[src/rtl/demux1to4_32bit_buf_pkg.sv]
// ============================================================================
// demux1to4_32bit_buf_pkg : shared widths, port count and select encodings
// Revision 1.0
// ============================================================================
`default_nettype none

package demux1to4_32bit_buf_pkg;

    localparam int DATA_W    = 32;
    localparam int NUM_PORTS = 4;
    localparam int SEL_W     = 2;

    typedef enum logic [SEL_W-1:0] {
        SEL_OUT1 = 2'b00,
        SEL_OUT2 = 2'b01,
        SEL_OUT3 = 2'b10,
        SEL_OUT4 = 2'b11
    } sel_e;

    function automatic logic [NUM_PORTS-1:0] sel_decode(input logic [SEL_W-1:0] sel);
        logic [NUM_PORTS-1:0] oh;
        oh = '0;
        case (sel_e'(sel))
            SEL_OUT1: oh = 4'b0001;
            SEL_OUT2: oh = 4'b0010;
            SEL_OUT3: oh = 4'b0100;
            SEL_OUT4: oh = 4'b1000;
            default:  oh = '0;
        endcase
        return oh;
    endfunction

endpackage

`default_nettype wire

[src/rtl/sync_fifo_32bit.sv]
// ============================================================================
// sync_fifo_32bit : single-clock FIFO, registered head, no bypass
// Revision 1.0
// ============================================================================
`default_nettype none

module sync_fifo_32bit
    import demux1to4_32bit_buf_pkg::*;
#(
    parameter int DEPTH = 2
) (
    input  logic              clk_i,
    input  logic              rst_ni,
    input  logic              push_i,
    input  logic [DATA_W-1:0] data_i,
    input  logic              pop_i,
    output logic              full_o,
    output logic              empty_o,
    output logic [DATA_W-1:0] head_o
);

    localparam int PTR_W = $clog2(DEPTH);
    localparam int CNT_W = PTR_W + 1;

    logic [DATA_W-1:0] mem_q [DEPTH];
    logic [PTR_W-1:0]  wr_ptr_q, wr_ptr_d;
    logic [PTR_W-1:0]  rd_ptr_q, rd_ptr_d;
    logic [CNT_W-1:0]  count_q, count_d;
    logic              w_do_push, w_do_pop;

    assign full_o    = (count_q == CNT_W'(DEPTH));
    assign empty_o   = (count_q == '0);
    // Full blocks push even when a pop happens in the same cycle.
    assign w_do_push = push_i & ~full_o;
    assign w_do_pop  = pop_i & ~empty_o;
    assign head_o    = mem_q[rd_ptr_q];

    always_comb begin
        wr_ptr_d = wr_ptr_q;
        rd_ptr_d = rd_ptr_q;
        count_d  = count_q;
        if (w_do_push) wr_ptr_d = wr_ptr_q + PTR_W'(1);
        if (w_do_pop)  rd_ptr_d = rd_ptr_q + PTR_W'(1);
        case ({w_do_push, w_do_pop})
            2'b10:   count_d = count_q + CNT_W'(1);
            2'b01:   count_d = count_q - CNT_W'(1);
            default: count_d = count_q;
        endcase
    end

    always_ff @(posedge clk_i) begin
        if (!rst_ni) begin
            wr_ptr_q <= '0;
            rd_ptr_q <= '0;
            count_q  <= '0;
        end else begin
            wr_ptr_q <= wr_ptr_d;
            rd_ptr_q <= rd_ptr_d;
            count_q  <= count_d;
        end
    end

    always_ff @(posedge clk_i) begin
        if (rst_ni && w_do_push) begin
            mem_q[wr_ptr_q] <= data_i;
        end
    end

endmodule

`default_nettype wire

[src/rtl/demux1to4_32bit_buf.sv]
// ============================================================================
// demux1to4_32bit_buf : routes a valid/ready word stream into one of 4 FIFOs
// Revision 1.0
// ============================================================================
`default_nettype none

module demux1to4_32bit_buf
    import demux1to4_32bit_buf_pkg::*;
#(
    parameter int DEPTH = 2
) (
    input  logic              CLK,
    input  logic              RESET_N,
    input  logic [DATA_W-1:0] IN_DATA,
    input  logic [SEL_W-1:0]  IN_SELECT,
    input  logic              IN_VALID,
    output logic              IN_READY,
    output logic [DATA_W-1:0] OUT1_DATA,
    output logic              OUT1_VALID,
    input  logic              OUT1_READY,
    output logic [DATA_W-1:0] OUT2_DATA,
    output logic              OUT2_VALID,
    input  logic              OUT2_READY,
    output logic [DATA_W-1:0] OUT3_DATA,
    output logic              OUT3_VALID,
    input  logic              OUT3_READY,
    output logic [DATA_W-1:0] OUT4_DATA,
    output logic              OUT4_VALID,
    input  logic              OUT4_READY,
    output logic [31:0]       ACCEPT_COUNT
);

    logic [NUM_PORTS-1:0] w_sel_oh, w_push, w_pop, w_full, w_empty;
    logic [DATA_W-1:0]    w_head [NUM_PORTS];
    logic                 w_accept;
    logic [31:0]          accept_cnt_q, accept_cnt_d;

    assign w_sel_oh = sel_decode(IN_SELECT);
    assign IN_READY = ~w_full[IN_SELECT];
    assign w_accept = IN_VALID & IN_READY;
    assign w_push   = w_sel_oh & {NUM_PORTS{w_accept}};
    assign w_pop    = {OUT4_READY, OUT3_READY, OUT2_READY, OUT1_READY};

    generate
        for (genvar n = 0; n < NUM_PORTS; n++) begin : g_fifo
            sync_fifo_32bit #(
                .DEPTH (DEPTH)
            ) u_fifo (
                .clk_i   (CLK),
                .rst_ni  (RESET_N),
                .push_i  (w_push[n]),
                .data_i  (IN_DATA),
                .pop_i   (w_pop[n]),
                .full_o  (w_full[n]),
                .empty_o (w_empty[n]),
                .head_o  (w_head[n])
            );
        end
    endgenerate

    assign OUT1_DATA  = w_head[0];
    assign OUT2_DATA  = w_head[1];
    assign OUT3_DATA  = w_head[2];
    assign OUT4_DATA  = w_head[3];
    assign OUT1_VALID = ~w_empty[0];
    assign OUT2_VALID = ~w_empty[1];
    assign OUT3_VALID = ~w_empty[2];
    assign OUT4_VALID = ~w_empty[3];

    always_comb begin
        accept_cnt_d = accept_cnt_q;
        if (w_accept) accept_cnt_d = accept_cnt_q + 32'd1;
    end

    always_ff @(posedge CLK) begin
        if (!RESET_N) accept_cnt_q <= '0;
        else          accept_cnt_q <= accept_cnt_d;
    end

    assign ACCEPT_COUNT = accept_cnt_q;

endmodule

`default_nettype wire

[config.mk]
export PLATFORM = sky130hd
export DESIGN_NAME = demux1to4_32bit_buf
export DESIGN_NICKNAME = d
export VERILOG_FILES = /design/src/rtl/demux1to4_32bit_buf_pkg.sv /design/src/rtl/sync_fifo_32bit.sv /design/src/rtl/demux1to4_32bit_buf.sv
export SDC_FILE = /design/constraint.sdc
export NUM_CORES = 1
export LEC_CHECK = 0
export CAP_MARGIN = 20
export CORE_ASPECT_RATIO = 0.75
export CORE_MARGIN = 1.5
export CORE_UTILIZATION = 40
export CTS_CLUSTER_DIAMETER = 40
export DETAILED_ROUTE_END_ITERATION = 6
export PLACE_DENSITY = 0.7
export SLEW_MARGIN = 20
export SYNTH_ARGS = -nofsm -noshare
export SYNTH_HDL_FRONTEND = slang
export SYNTH_SLANG_ARGS = --single-unit
[constraint.sdc]
create_clock -name CLK -period 5.4 [get_ports CLK]
set_clock_uncertainty 0.15 [all_clocks]
set_input_delay 0.81 -clock CLK [delete_from_list [all_inputs] [get_ports CLK]]
set_output_delay 0.81 -clock CLK [all_outputs]
set_load 0.01 [all_outputs]
==> flow_metrics.tcl, run 1 <==
set metrics [dict create \
    fp.dieArea_um2 30800 \
    cp.required_ns 4.44 \
    yosysWarnings 0 \
    ys_seq_area_frac 0.734 \
    syn_to_final_growth_pct 31.5 \
    cts_buffers 39 \
    p_int_w 0.00453 \
    die_h_um 152 \
    ff2ff_setup_slack_ns 2.04 \
    drt-initial-drc-count 429 \
    multi_input_area_um2 2990 \
    avgSynthCellArea_um2 16.8 \
    grt_pass1_vias 6513 \
    max-cap-violations 0 \
    grtUsageTotal 0.166 \
    ys_top_cells_by_area "edfxtp_1 65%, mux2_2 12%, dfxtp_1 8.8%" \
    cts_tree "done" \
    postLayoutCellArea_um2 15600 \
    antenna_found_initial 0 \
    wl_per_cell_um 19.1 \
    tightest_slew_ns 1.03 \
    ys_seq_elements 308 \
    num-nets-final 971 \
    cts_hold_buffers 0 \
    root_buffer "clkbuf_16" \
    nFillCells 2342 \
    start_util 0.408 \
    vias_per_cell 5.05 \
    setup_viol 0 \
    clk_pin_slew_worst_paths_ns 0.05 \
    status "finished clean" \
    hp-class "register to register" \
    powerDensity_nw_per_um2 380 \
    dp_hpwl_um 15900 \
    routabilityCongestion 0.792 \
    grt_pass1_wl_um 39000 \
    yosysTopAreaCellShare 0.647 \
    cp-end-kind "primary output" \
    fp.dieW_um 202 \
    power.switching_w 0.00142 \
    most-common-layout-cells "256 x edfxtp_1, 205 x clkdlybuf4s50_1, 128 x mux2_2" \
    fin_util 0.537 \
    htree_levels 2 \
    synthCells 708 \
    cts_buffer_depth 3 \
    post-route-period-util 0.775 \
    routed_wl_um 25800 \
    synth_cell_type_count 39 \
    grt_setup_unrepaired "false" \
    drive_gt1_frac 0.235 \
    synth_top_area_cell "edfxtp_1" \
    swShare 0.238 \
    hold_slack_ns 0.319 \
    slew_headroom 0.309 \
    final_common_cell "edfxtp_1" \
    power_frac_clock 0.423 \
    finalSetupTns_ns 0 \
    maxSlewViolCount 0 \
    cts_setup_buffers 0 \
    overflow 0 \
    diodes 0 \
    rows 54 \
    clkSinkCount 308 \
    clock.fmax_mhz 239 \
    seq_area_um2 8730 \
    placed_area_um2 14400 \
    vias 6804 \
    critical_path_arrival_ns 3.23 \
    clk_latency_ns 0.53 \
    ios 206 \
    ant_nets 0 \
    total_leakage_power_nw 5.08 \
    grt_start_max_net_pins 48 \
    io_buffers 205 \
    core_area_um2 29100 \
    synth_edf_count 256 \
    drc 0 \
    ctsResizeCount 0 \
    synthesis.nets 754 \
    firstDrtPassIters 5 \
    seqPwrFrac 0.460 \
    syn_area_um2 11900 \
    synthFlopType "edfxtp_1" \
    async_flop_share 0 \
    fin_crit_ns 4.19 \
    critPathLaunchType "input pin" \
    power_frac_comb 0.116 \
    hold_viol_final 0 \
    peakVddDrop_v 0.000210 \
    worst-setup-path-type "input pin to primary output" \
    critPathMaxFanout 47 \
    finalPower_w 0.00595 \
]
## per-stage QoR
step,cells,setup slack (ns)
2_1_floorplan,708,0.992
3_3_place_gp,1276,1.15
3_5_place_dp,1276,1.03
4_1_cts,1347,1.21
5_1_grt,1347,1.11
6_report,1347,1.21
## worst max-delay path, stage by stage
cell and delay [ns]:
clkdlybuf4s50_1 0.59, mux4_2 0.92, inv_1 0.31, clkdlybuf4s50_1 0.59
## registers in the layout, summed over array words and instances, names as in the netlist, named ones only
name	flops
g_fifo.u_fifo.count_q	8
g_fifo.u_fifo.rd_ptr_q	4
g_fifo.u_fifo.wr_ptr_q	4
ACCEPT_COUNT	32
g_fifo.u_fifo.mem_q	256
## metal layers
metal | routed length, um | global-route usage | up-vias | share of wire
met4 | 612 | 0.0565 | 0 | 0.024
met1 | 12400 | 0.240 | 3388 | 0.48
li1 | - | - | 3160 | -
met3 | 1470 | 0.0370 | 47 | 0.057
met5 | 0 | 0 | - | 0
met2 | 11300 | 0.247 | 209 | 0.44
## power by group through the flow
stage,Sequential (W),Clock [W],Combinational (W)
finish,0.00274,0.00252,0.000692
global route,0.00275,0.00266,0.000738
CTS,0.00274,0.00256,0.000701
detailed placement,0.00279,0,0.000694
global placement,0.00279,0,0.000691
floorplan,0.00270,0,0.000402
## logic make-up (layout without fill, tap and decap cells)
group / Yosys count / count (layout) / synth area share
AOI/OAI and AO/OA: 44 / 44 / 0.0223
and+or+nand+nor: 147 / 147 / 0.0748
adders and majority gates: 5 / 5 / 0.00526
buffers and inverters: 45 / 292 / 0.0164
DFF: 308 / 308 / 0.734
muxes: 143 / 143 / 0.135
xor gates and xnor gates: 16 / 16 / 0.0118
## synth_stat cells, types with 9 or more instances
cell and n:
a21oi_1 20, buf_1 15, or4_1 12, nand4_1 9, nand3_1 16, inv_1 9
nor2_1 19, o31ai_1 11, nor4_2 9, xnor2_1 12, nand2_1 23, edfxtp_1 256
nand2b_1 16, mux2_2 128, clkbuf_1 15, mux2i_1 14, dfxtp_1 52
## final timing paths
path,from,end,depth (start not counted)
setup / recovery,IN_SELECT[0],IN_READY,4
hold / removal,ACCEPT_COUNT[31]$_SDFFE_PN0N_,ACCEPT_COUNT[31]$_SDFFE_PN0N_,2
setup reg to reg,g_fifo[3].u_fifo.count_q[0]$_SDFFE_PN0P_,g_fifo[1].u_fifo.mem_q[1][28]$_DFFE_PP_,5
hold reg to reg,ACCEPT_COUNT[31]$_SDFFE_PN0N_,ACCEPT_COUNT[31]$_SDFFE_PN0N_,2
## layout make-up
type,instances,share of cell area
Sequential cell,308,0.559
Multi-Input combinational cell,355,0.192
Timing Repair Buffer,212,0.135
Clock buffer,44,0.0650
Tap cell,392,0.0314
Clock inverter,27,0.0166
Inverter,9,0.00216
Note: power is estimated with default switching activity, not from simulation.
==> run 2, diff against run 1 <==
- clock period: 5.4 -> 4.3 ns (I/O delays scaled with it)
==> run 2 against run 1 <==
  * Hold slack worse by 0.0046 ns
  * Power grew 24%
  * Via count up 0.54%
  * Register-to-register slack got worse by 0.28 ns
  * Sequential share of layout area fell by 0.21 points
  * Clock-buffer cell count decreased by 1
  * Setup slack got worse by 0.28 ns
  * Critical path type unchanged
  * Routed wire length up 3.0%
  * Critical path depth is the same
  * Non-clock buffer count is 9 higher
==> flow_metrics.tcl, run 2 (same netlist as run 1, synthesis figures left out) <==
set metrics [dict create \
    critical_path_arrival_ns 2.57 \
    dp_hpwl_um 17300 \
    postLayoutCellArea_um2 15700 \
    setup_viol 0 \
    vias 6841 \
    top_register "g_fifo.u_fifo.mem_q" \
    clock.fmax_mhz 297 \
    clkSinkCount 308 \
    p_int_w 0.00562 \
    antenna_found_initial 0 \
    critPathLaunchType "input pin" \
    swShare 0.236 \
    routabilityCongestion 0.779 \
    cts_hold_buffers 0 \
    finalSetupTns_ns 0 \
    syn_to_final_growth_pct 32.0 \
    largest_register_ffs 256 \
    post-route-period-util 0.783 \
    seqPwrFrac 0.467 \
    routed_wl_um 26600 \
    multi_input_area_um2 2990 \
    hp-class "register to register" \
    vias_per_cell 5.05 \
    power_frac_clock 0.413 \
    worst-setup-path-type "input pin to primary output" \
    seq_area_um2 8730 \
    ant_nets 0 \
    cts_buffers 38 \
    die_h_um 152 \
    clk_latency_ns 0.52 \
    num-nets-final 979 \
    ctsResizeCount 0 \
    fp.dieArea_um2 30800 \
    critPathMaxFanout 6 \
    cts_buffer_depth 3 \
    tightest_slew_ns 0.999 \
    fp.dieW_um 202 \
    power_frac_comb 0.120 \
    cp-end-kind "primary output" \
    grt_pass1_wl_um 40400 \
    ios 206 \
    cp.required_ns 3.50 \
    diodes 0 \
    cts_setup_buffers 0 \
    htree_levels 2 \
    slew_headroom 0.334 \
    grt_setup_unrepaired "false" \
    final_common_cell "edfxtp_1" \
    grt_pass1_vias 6732 \
    hold_slack_ns 0.314 \
    placed_area_um2 14500 \
    peakVddDrop_v 0.000226 \
    clk_pin_slew_worst_paths_ns 0.05 \
    firstDrtPassIters 5 \
    drt-initial-drc-count 461 \
    overflow 0 \
    grtUsageTotal 0.173 \
    powerDensity_nw_per_um2 469 \
    cts_tree "done" \
    fin_crit_ns 3.37 \
    rows 54 \
    start_util 0.408 \
    max-cap-violations 0 \
    nFillCells 2340 \
    most-common-layout-cells "256 x edfxtp_1, 205 x clkdlybuf4s50_1, 128 x mux2_2" \
    grt_start_max_net_pins 47 \
    io_buffers 205 \
    wl_per_cell_um 19.6 \
    status "finished clean" \
    drc 0 \
    total_leakage_power_nw 5.11 \
    drive_gt1_frac 0.243 \
    power.switching_w 0.00174 \
    maxSlewViolCount 0 \
    root_buffer "clkbuf_16" \
    core_area_um2 29100 \
    hold_viol_final 0 \
]
-- run 2: cell count changes in the layout (fill, tap and decap cells not counted), moves of 3 or more --
| cell | before | now |
|---|---|---|
| clkinv_2 | 4 | 8 |
| buf_4 | 7 | 13 |
| buf_12 | 0 | 3 |
| inv_8 | 6 | 2 |
-- run 2: worst paths after layout --
kind                                       startpoint                                      to  slack [ns]  depth (start not counted)
min reg2reg             ACCEPT_COUNT[31]$_SDFFE_PN0N_           ACCEPT_COUNT[31]$_SDFFE_PN0N_        0.31                          2
max reg2reg  g_fifo[3].u_fifo.count_q[0]$_SDFFE_PN0P_  g_fifo[1].u_fifo.mem_q[0][2]$_DFFE_PP_        1.76                          6
max                                      IN_SELECT[0]                                IN_READY        0.93                          4
min                     ACCEPT_COUNT[31]$_SDFFE_PN0N_           ACCEPT_COUNT[31]$_SDFFE_PN0N_        0.31                          2
-- run 2: layout make-up --
type                       instances  area share
tap                              392      0.0313
timing repair buffer             221       0.141
sequential                       308       0.557
multi-input combinational        355       0.191
inverter                           9     0.00215
clock buffer                      43      0.0624
clock inverter                    27      0.0159
-- run 2: critical path, stage by stage --
cell and delay (ns):
clkdlybuf4s50_1 0.59, mux4_2 0.54, inv_1 0.21, clkdlybuf4s50_1 0.58
-- run 2: through the flow --
stage	setup slack, ns	instances	power [W]	utilization
after floorplan	0.0572	708	0.00390	-
after global placement	0.987	1285	0.00438	0.497
after detailed placement	0.926	1285	0.00439	0.497
after CTS	0.924	1355	0.00745	0.539
after global routing	0.857	1355	0.00763	0.539
final	0.932	1355	0.00736	0.539
-- run 2: power by group through the flow --
stage	sequential, W	clock, W	combinational [W]
final	0.00344	0.00304	0.000882
after global routing	0.00346	0.00323	0.000942
after CTS	0.00345	0.00311	0.000892
after detailed placement	0.00351	0	0.000884
after global placement	0.00350	0	0.000879
after floorplan	0.00339	0	0.000504
-- run 2: metal layers --
| metal | track usage | wire, um |
|---|---|---|
| met1 | 0.249 | 12800 |
| met2 | 0.257 | 11700 |
| met3 | 0.0393 | 1400 |
| met4 | 0.0593 | 650 |
| met5 | 0 | 0 |
==> run 3, diff against run 2 <==
- clock period: 4.3 -> 3.41 ns (I/O delays scaled with it)
==> run 3 against run 2 <==
  * Sequential share of layout area decreased by 0.77 points
  * Final area increased by 1.4%
  * Global-route usage increased by 0.098 points
  * Combinational power increased by 37%
  * Die area unchanged
  * Largest power group unchanged
  * Highest routed layer unchanged
==> flow_metrics.tcl, run 3 (same netlist as run 1, synthesis figures left out) <==
set metrics [dict create \
    grtUsageTotal 0.174 \
    r2r-start "g_fifo[2].u_fifo.count_q[0]$_SDFFE_PN0P_" \
    grt_setup_unrepaired "false" \
    reg2reg_depth 6 \
    wl_met3_um 1420 \
    crit_chain "mux2_2 > clkdlybuf4s50_1" \
    clk_latency_ns 0.50 \
    wl_met2_um 12000 \
    clkSinkCount 308 \
    swShare 0.228 \
    r2r_end "g_fifo[2].u_fifo.count_q[1]$_SDFFE_PN0P_" \
    num-nets-final 987 \
    drt-met1-wl_um 12800 \
    min_to "ACCEPT_COUNT[30]$_SDFFE_PN0N_" \
    drt-initial-drc-count 355 \
    hold_slack_ns 0.334 \
    io_buffers 205 \
    most-common-layout-cells "256 x edfxtp_1, 205 x clkdlybuf4s50_1, 128 x mux2_2" \
    grt_start_max_net_pins 47 \
    worst-setup-path-type "register to primary output" \
    die_h_um 152 \
    vias_per_cell 5.08 \
    tightest_slew_ns 0.904 \
    setup_viol 0 \
    max-cap-violations 0 \
    slew_headroom 0.397 \
    maxSlewViolCount 0 \
    cts_setup_buffers 0 \
    core_area_um2 29100 \
    max_stage_delay_ns 0.92 \
    ios 206 \
    routabilityCongestion 0.763 \
    cp.required_ns 2.75 \
    ant_nets 0 \
    cts_tree "done" \
    highest_layer "met4" \
    seqPwrFrac 0.449 \
    power_frac_comb 0.126 \
    rows 54 \
    critPathMaxFanout 32 \
    cts_buffers 39 \
    largest_register_ffs 256 \
    grt_pass1_vias 6929 \
    root_buffer "clkbuf_16" \
    top_register "g_fifo.u_fifo.mem_q" \
    syn_to_final_growth_pct 33.9 \
    critPathLaunchType "register" \
    cts_buffer_depth 3 \
    critical_path_arrival_ns 2.38 \
    finalSetupTns_ns 0 \
    min-delay-start "ACCEPT_COUNT[30]$_SDFFE_PN0N_" \
    instances_no_fill 1361 \
    holdPathStages 2 \
    grt_pass1_wl_um 40900 \
    drive_gt1_frac 0.248 \
    final_common_cell "edfxtp_1" \
    antenna_found_initial 0 \
    fp.dieArea_um2 30800 \
    overflow 0 \
    clk_pin_slew_worst_paths_ns 0.05 \
    status "finished clean" \
    fin_crit_ns 3.05 \
    critPathSlowestCell "dfxtp_2" \
    cp-end-kind "primary output" \
    drc 0 \
    hp-class "register to register" \
    routed_wl_um 26800 \
    dp_hpwl_um 17000 \
    post-route-period-util 0.893 \
    ctsResizeCount 0 \
    firstDrtPassIters 4 \
    vias 6910 \
    power.switching_w 0.00217 \
    peakVddDrop_v 0.000340 \
    diodes 0 \
    power_frac_clock 0.425 \
    hold_viol_final 0 \
    powerDensity_nw_per_um2 599 \
    cts_hold_buffers 0 \
    p_int_w 0.00736 \
    clock.fmax_mhz 328 \
    total_leakage_power_nw 5.17 \
    ff2ff_setup_slack_ns 1.02 \
    fp.dieW_um 202 \
    htree_levels 2 \
    placed_cells 1292 \
    start_util 0.408 \
    wl_per_cell_um 19.7 \
]
==> run 3: cell types whose count changed in the layout (fill, tap and decap cells not counted), moves of 2 or more <==
cell / change
buf_12: +6
bufinv_16: +2
clkbuf_16: +3
clkinv_2: -3
clkinvlp_4: +3
inv_6: -3
nor3_2: -3
nor3_4: +3
==> run 3: worst max path at each step <==
stage / from / end / slack, ns / depth (start not counted)
3_3_place_gp: IN_SELECT[0] / IN_READY / 0.42 / 4
5_1_grt: register / OUT2_DATA[11] / 0.23 / 2
6_report: register / OUT2_DATA[11] / 0.36 / 2
2_1_floorplan: IN_SELECT[0] / g_fifo[1].u_fifo.mem_q[0][0]$_DFFE_PP_ / -0.002 / 5
3_5_place_dp: IN_SELECT[0] / IN_READY / 0.41 / 4
4_1_cts: register / OUT2_DATA[28] / 0.31 / 2
==> run 3: cell type report <==
cell class | count | area [um2]
clock buffer | 44 | 1040
clock inverter | 25 | 268
fill | 2341 | 13200
inverter | 9 | 33.8
multi-input combinational | 355 | 3010
sequential | 308 | 8730
tap | 392 | 490
timing repair buffer | 228 | 2340
==> run 3: power by group through the flow <==
stage / Combinational (W) / Clock [W] / Sequential, W
after detailed placement: 0.00121 / 0 / 0.00436
after global routing: 0.00128 / 0.00430 / 0.00430
after global placement: 0.00120 / 0 / 0.00435
after CTS: 0.00122 / 0.00415 / 0.00428
final: 0.00121 / 0.00405 / 0.00428
after floorplan: 0.000637 / 0 / 0.00428
==> run 3: worst max-delay path: cells and delay by family, from the launching register on <==
family / cells / cell delay, ns
DFF: 1 / 0.92
buffers and inverters: 1 / 0.53
muxes: 1 / 0.41
==> run 3: metal layers <==
layer  GRT usage  vias up
met2       0.267      208
met3      0.0374       40
met4      0.0498        0
li1            -     3199
met5           0        -
met1       0.249     3463
==> run 3: per-stage QoR <==
| step | util | total power, W | worst slack [ns] | cell area [um2] |
|---|---|---|---|---|
| finish | 0.546 | 0.00954 | 0.365 | 15900 |
| global route | 0.546 | 0.00988 | 0.231 | 15900 |
| CTS | 0.546 | 0.00965 | 0.313 | 15900 |
| detailed placement | 0.502 | 0.00557 | 0.411 | 14600 |
| global placement | 0.502 | 0.00556 | 0.416 | 14600 |
| floorplan | - | 0.00491 | -0.00195 | 11900 |
